`src/rtl/seq_detect_prog.sv`:
```
// Runtime-programmable serial bit-sequence detector with a registered match flag,
// selectable overlap mode and a saturating match counter.
module seq_detect_prog #(
  parameter int unsigned MAX_LEN = 8,
  parameter int unsigned LEN_W   = 4,
  parameter int unsigned CNT_W   = 16
) (
  input  logic               clk,
  input  logic               rst,
  input  logic               x,
  input  logic               x_valid,
  input  logic               cfg_load,
  input  logic [MAX_LEN-1:0] cfg_pattern,
  input  logic [LEN_W-1:0]   cfg_len,
  input  logic               cfg_overlap,
  output logic               z,
  output logic [CNT_W-1:0]   match_cnt,
  output logic               cfg_err,
  output logic               configured
);

  typedef enum logic [1:0] {
    UNCFG = 2'd0,
    RUN   = 2'd1,
    HIT   = 2'd2
  } state_e;

  state_e             state_q, state_d;
  logic [MAX_LEN-1:0] pat_q, pat_d;
  logic [LEN_W-1:0]   len_q, len_d;
  logic               ovl_q, ovl_d;
  logic [MAX_LEN-2:0] hist_q, hist_d;
  logic [LEN_W-1:0]   fill_q, fill_d;
  logic [CNT_W-1:0]   cnt_q, cnt_d;
  logic               err_q, err_d;
  logic               z_q, z_d;
  logic               cfgd_q, cfgd_d;

  logic               cfg_legal;
  logic               shift_en;
  logic [MAX_LEN-1:0] hist_n;
  logic [LEN_W-1:0]   fill_n;
  logic [MAX_LEN-1:0] len_mask;
  logic               hit;

  // History window including the bit arriving this edge; only the low len bits are compared.
  always_comb begin
    cfg_legal = (cfg_len != '0) && (cfg_len <= LEN_W'(MAX_LEN));
    shift_en  = x_valid && !cfg_load && (state_q != UNCFG);
    hist_n    = {hist_q, x};
    fill_n    = (fill_q < len_q) ? fill_q + LEN_W'(1) : len_q;
    len_mask  = (MAX_LEN'(1) << len_q) - MAX_LEN'(1);
    hit       = shift_en && (fill_n == len_q) && (((hist_n ^ pat_q) & len_mask) == '0);
  end

  // Next-state and next-output logic
  always_comb begin
    state_d = state_q;
    pat_d   = pat_q;
    len_d   = len_q;
    ovl_d   = ovl_q;
    hist_d  = hist_q;
    fill_d  = fill_q;
    cnt_d   = cnt_q;
    err_d   = 1'b0;

    if (cfg_load) begin
      if (cfg_legal) begin
        pat_d   = cfg_pattern;
        len_d   = cfg_len;
        ovl_d   = cfg_overlap;
        hist_d  = '0;
        fill_d  = '0;
        cnt_d   = '0;
        state_d = RUN;
      end else begin
        err_d = 1'b1;
      end
    end else if (shift_en) begin
      hist_d = hist_n[MAX_LEN-2:0];
      if (hit) begin
        fill_d  = ovl_q ? len_q : '0;
        cnt_d   = (cnt_q == {CNT_W{1'b1}}) ? cnt_q : cnt_q + CNT_W'(1);
        state_d = HIT;
      end else begin
        fill_d  = fill_n;
        state_d = RUN;
      end
    end else if (state_q == HIT) begin
      state_d = RUN;
    end

    z_d    = (state_d == HIT);
    cfgd_d = (state_d != UNCFG);
  end

  always_ff @(posedge clk or negedge rst) begin
    if (!rst) begin
      state_q <= UNCFG;
      pat_q   <= '0;
      len_q   <= '0;
      ovl_q   <= 1'b0;
      hist_q  <= '0;
      fill_q  <= '0;
      cnt_q   <= '0;
      err_q   <= 1'b0;
      z_q     <= 1'b0;
      cfgd_q  <= 1'b0;
    end else begin
      state_q <= state_d;
      pat_q   <= pat_d;
      len_q   <= len_d;
      ovl_q   <= ovl_d;
      hist_q  <= hist_d;
      fill_q  <= fill_d;
      cnt_q   <= cnt_d;
      err_q   <= err_d;
      z_q     <= z_d;
      cfgd_q  <= cfgd_d;
    end
  end

  assign z          = z_q;
  assign match_cnt  = cnt_q;
  assign cfg_err    = err_q;
  assign configured = cfgd_q;

endmodule

```
`config.mk`:
```
export PLATFORM = sky130hd
export DESIGN_NAME = seq_detect_prog
export DESIGN_NICKNAME = d
export VERILOG_FILES = /design/src/rtl/seq_detect_prog.sv
export SDC_FILE = /design/constraint.sdc
export NUM_CORES = 1
export LEC_CHECK = 0
export ABC_AREA = 1
export BUFFER_PORTS_ARGS = -buffer_cell sky130_fd_sc_hd__buf_2
export CAP_MARGIN = 40
export CORE_MARGIN = 2
export CORE_UTILIZATION = 55
export DETAILED_ROUTE_END_ITERATION = 10
export PLACE_DENSITY = 0.83
export SYNTH_ARGS = -nofsm -noshare
export SYNTH_HDL_FRONTEND = slang
export SYNTH_SLANG_ARGS = --single-unit
```
`constraint.sdc`:
```
create_clock -name clk -period 2.6 [get_ports clk]
set_input_delay 0.26 -clock clk [delete_from_list [all_inputs] [get_ports clk]]
set_output_delay 0.26 -clock clk [all_outputs]
set_load 0.02 [all_outputs]
```
==> impl_metrics.toml <==
[sta]
post-route-period-util_pct = 92.47
hold_ws_ns = 0.1619
period_needed_ns = 2.404
finalHoldViolCount = 0
setup-tns-final_ns = 0
rsz0062_at_grt = "no"
max_slew.worst_pin.slew_ns = 0.5020
report.final.slew_viol_count = 0
setup_viol_count_final = 0
relSlewSlack_pct = 66.54
clock_skew_ns = 0.009207
fmax_mhz = 415.9

[power]
ir_drop_v = 0.0004155
power_per_cell_area_nw_per_um2 = 655.1
leakage_nw = 1.581

[logic_synthesis]
avgSynthCellArea_um2 = 7.552
synth_nets = 388
synth-edff-count = 0
ys_async_sr_fraction_pct = 100.0
yosysWarningCount = 0
synthCells = 364
synth_cell_type_count = 32
synth-seq-cells = 45
syn_area_um2 = 2749
seq_area_frac_synth_pct = 40.96
synthFlopType = "dfrtp_1"

[floorplan]
io-pin-count = 37
num_rows = 25
die_w_um = 74.70
dieArea_um2 = 5579
core_um2 = 4786
initial_core_util_pct = 57.44
die_h_um = 74.70

[clock_tree]
cts_sinks = 45
cts_root_buf = "clkbuf_8"
cts_buffer_depth = 2
clk_pin_slew_worst_paths_ns = 0.09
cts_tree = "yes"
clock_latency_ns = 0.30
post_cts_resized = 0
cts_buffers = 5
htree_levels = 2

[layout]
diodes = 0
final_common_cell = "nand2_1"
instances_no_fill = 472
finalNetCount = 428
syn_to_final_growth_pct = 13.56
drive_gt1_share_pct = 19.51
layout_common_cells = "nand2_1 (99), dfrtp_1 (45), inv_1 (40)"

[worst_setup_path]
crit_start = "len_q[3]"
timing.rr.end = "match_cnt[2]"
worst_ep_required_time_ns = 2.83
critPathMaxFanout = 26
crit_arrival_ns = 2.63
reg2reg_from = "len_q[3]"
regToRegSetupSlack_ns = 0.20
crit_path_end_kind = "register"
crit_type = "register to register"
setup.worst_path.end = "match_cnt[2]"
reg2reg_depth = 13
startpoint_type = "register"

[drt]
first_pass_iters = 4
wl_per_cell_um = 13.08
drt_iter0_markers = 239
wl_um = 6173
ant_nets = 0
route.detailed.drc = 0
via_count = 2471
via_per_inst = 5.235

[grt]
grt_pass1_wl_um = 10800
grt.total_usage_pct = 24.99
antenna_found_initial = 0
grt_pass1_vias = 2360
grt.overflow.total = 0
grt_start_max_net_pins = 27

[place]
dp_hpwl_um = 4620
gp_congestion = 0.9264
portBuffers = 36
dpl.cell_count = 463

[worst_hold_path]
hold_class = "input port to register"
hold_start = "cfg_pattern[3]"

[run]
maxCapViolCount = 0

[outcome]
outcome = "finished, final reports clean"
## cell type report
| cell class | instances | area, um2 |
|---|---|---|
| repair buffers | 40 | 225.2 |
| fillers | 391 | 1664 |
| clock buffers | 7 | 86.33 |
| multi-input cells | 264 | 1385 |
| flip-flops and latches | 45 | 1126 |
| well taps | 67 | 83.83 |
| inverters | 48 | 185.2 |
| clock inverters | 1 | 30.03 |
## worst max-delay path, stage by stage, from the launching register on
cell and delay [ns]:
dfrtp_1 0.49, nor2_4 0.21, nand3_1 0.11, ha_1 0.29, inv_1 0.04, nand3_1 0.08
nand2_1 0.07, nor2_2 0.12, nand3_2 0.10, nor2_4 0.17, nand4_4 0.15, nand2_4 0.32
nand2_1 0.10, o21ai_1 0.08
## flip-flops by register name (all words and copies together), names as in the netlist
| signal | flops |
|---|---|
| match_cnt | 16 |
| configured | 1 |
| len_q | 4 |
| ovl_q | 1 |
| pat_q | 8 |
| cfg_err | 1 |
| state_q | 2 |
| fill_q | 4 |
| z | 1 |
| hist_q | 7 |
## cells in the mapped netlist (all sizes together) (2+ instances only)
cell type	n	area [um2]
nand2	112	457.9
inv	46	177.7
dfrtp	45	1126
nand3	36	185.2
nor2	33	151.4
o21ai	29	167.7
xor2	15	131.4
nand4	8	65.06
o22ai	7	43.79
ha	6	75.07
nor3	6	30.03
clkbuf	4	15.01
nor4	4	25.02
a21oi	3	15.01
buf	3	37.54
clkinv	2	7.510
## cell families (layout without fill, tap and decap cells)
family	after synthesis	count (layout)	synth area share, %
adders and majority gates	6	6	2.731
and+or+nand+nor	202	202	34.05
xor gates and xnor gates	16	16	5.098
DFF	45	45	40.96
buffers and inverters	55	96	8.648
AOI/OAI and AO/OA	40	40	8.511
## stage by stage
step	util [%]	power, mW	instance area (um2)	setup WS, ns
5_1_grt	65.23	2.173	3122	0.02762
3_3_place_gp	62.17	1.460	2975	0.3927
2_1_floorplan	-	1.331	2749	0.5441
6_report	65.23	2.045	3122	0.1958
3_5_place_dp	62.59	1.493	2995	0.2384
4_1_cts	65.23	2.043	3122	0.2091
## worst min-delay path by stage
| stage | end | slack, ns | depth (start not counted) |
|---|---|---|---|
| after floorplan | cfg_err | -0.04 | 0 |
| after global placement | pat_q[4] | 0.46 | 3 |
| after detailed placement | pat_q[6] | 0.25 | 1 |
| after CTS | pat_q[4] | 0.16 | 3 |
| after global routing | pat_q[3] | 0.16 | 3 |
| final | pat_q[3] | 0.16 | 3 |
## repair_timing
| action | in CTS | in global routing |
|---|---|---|
| buffers inserted | 0 | 0 |
| hold buffers | 1 | 0 |
| hold endpoints to repair | 19 | 0 |
## power by group
part	switching, mW	total [mW]	internal [mW]
Combinational	0.423	0.643	0.220
Sequential	0.0807	0.849	0.768
Clock	0.240	0.554	0.314
Total	0.743	2.04	1.30
## routing by layer
metal	GRT usage, %	part of all wire, %
met4	6.944	1.7
met2	40.02	47
met5	0	0
met3	4.150	4.7
met1	35.44	47
Power figures use the tool's default switching activity.
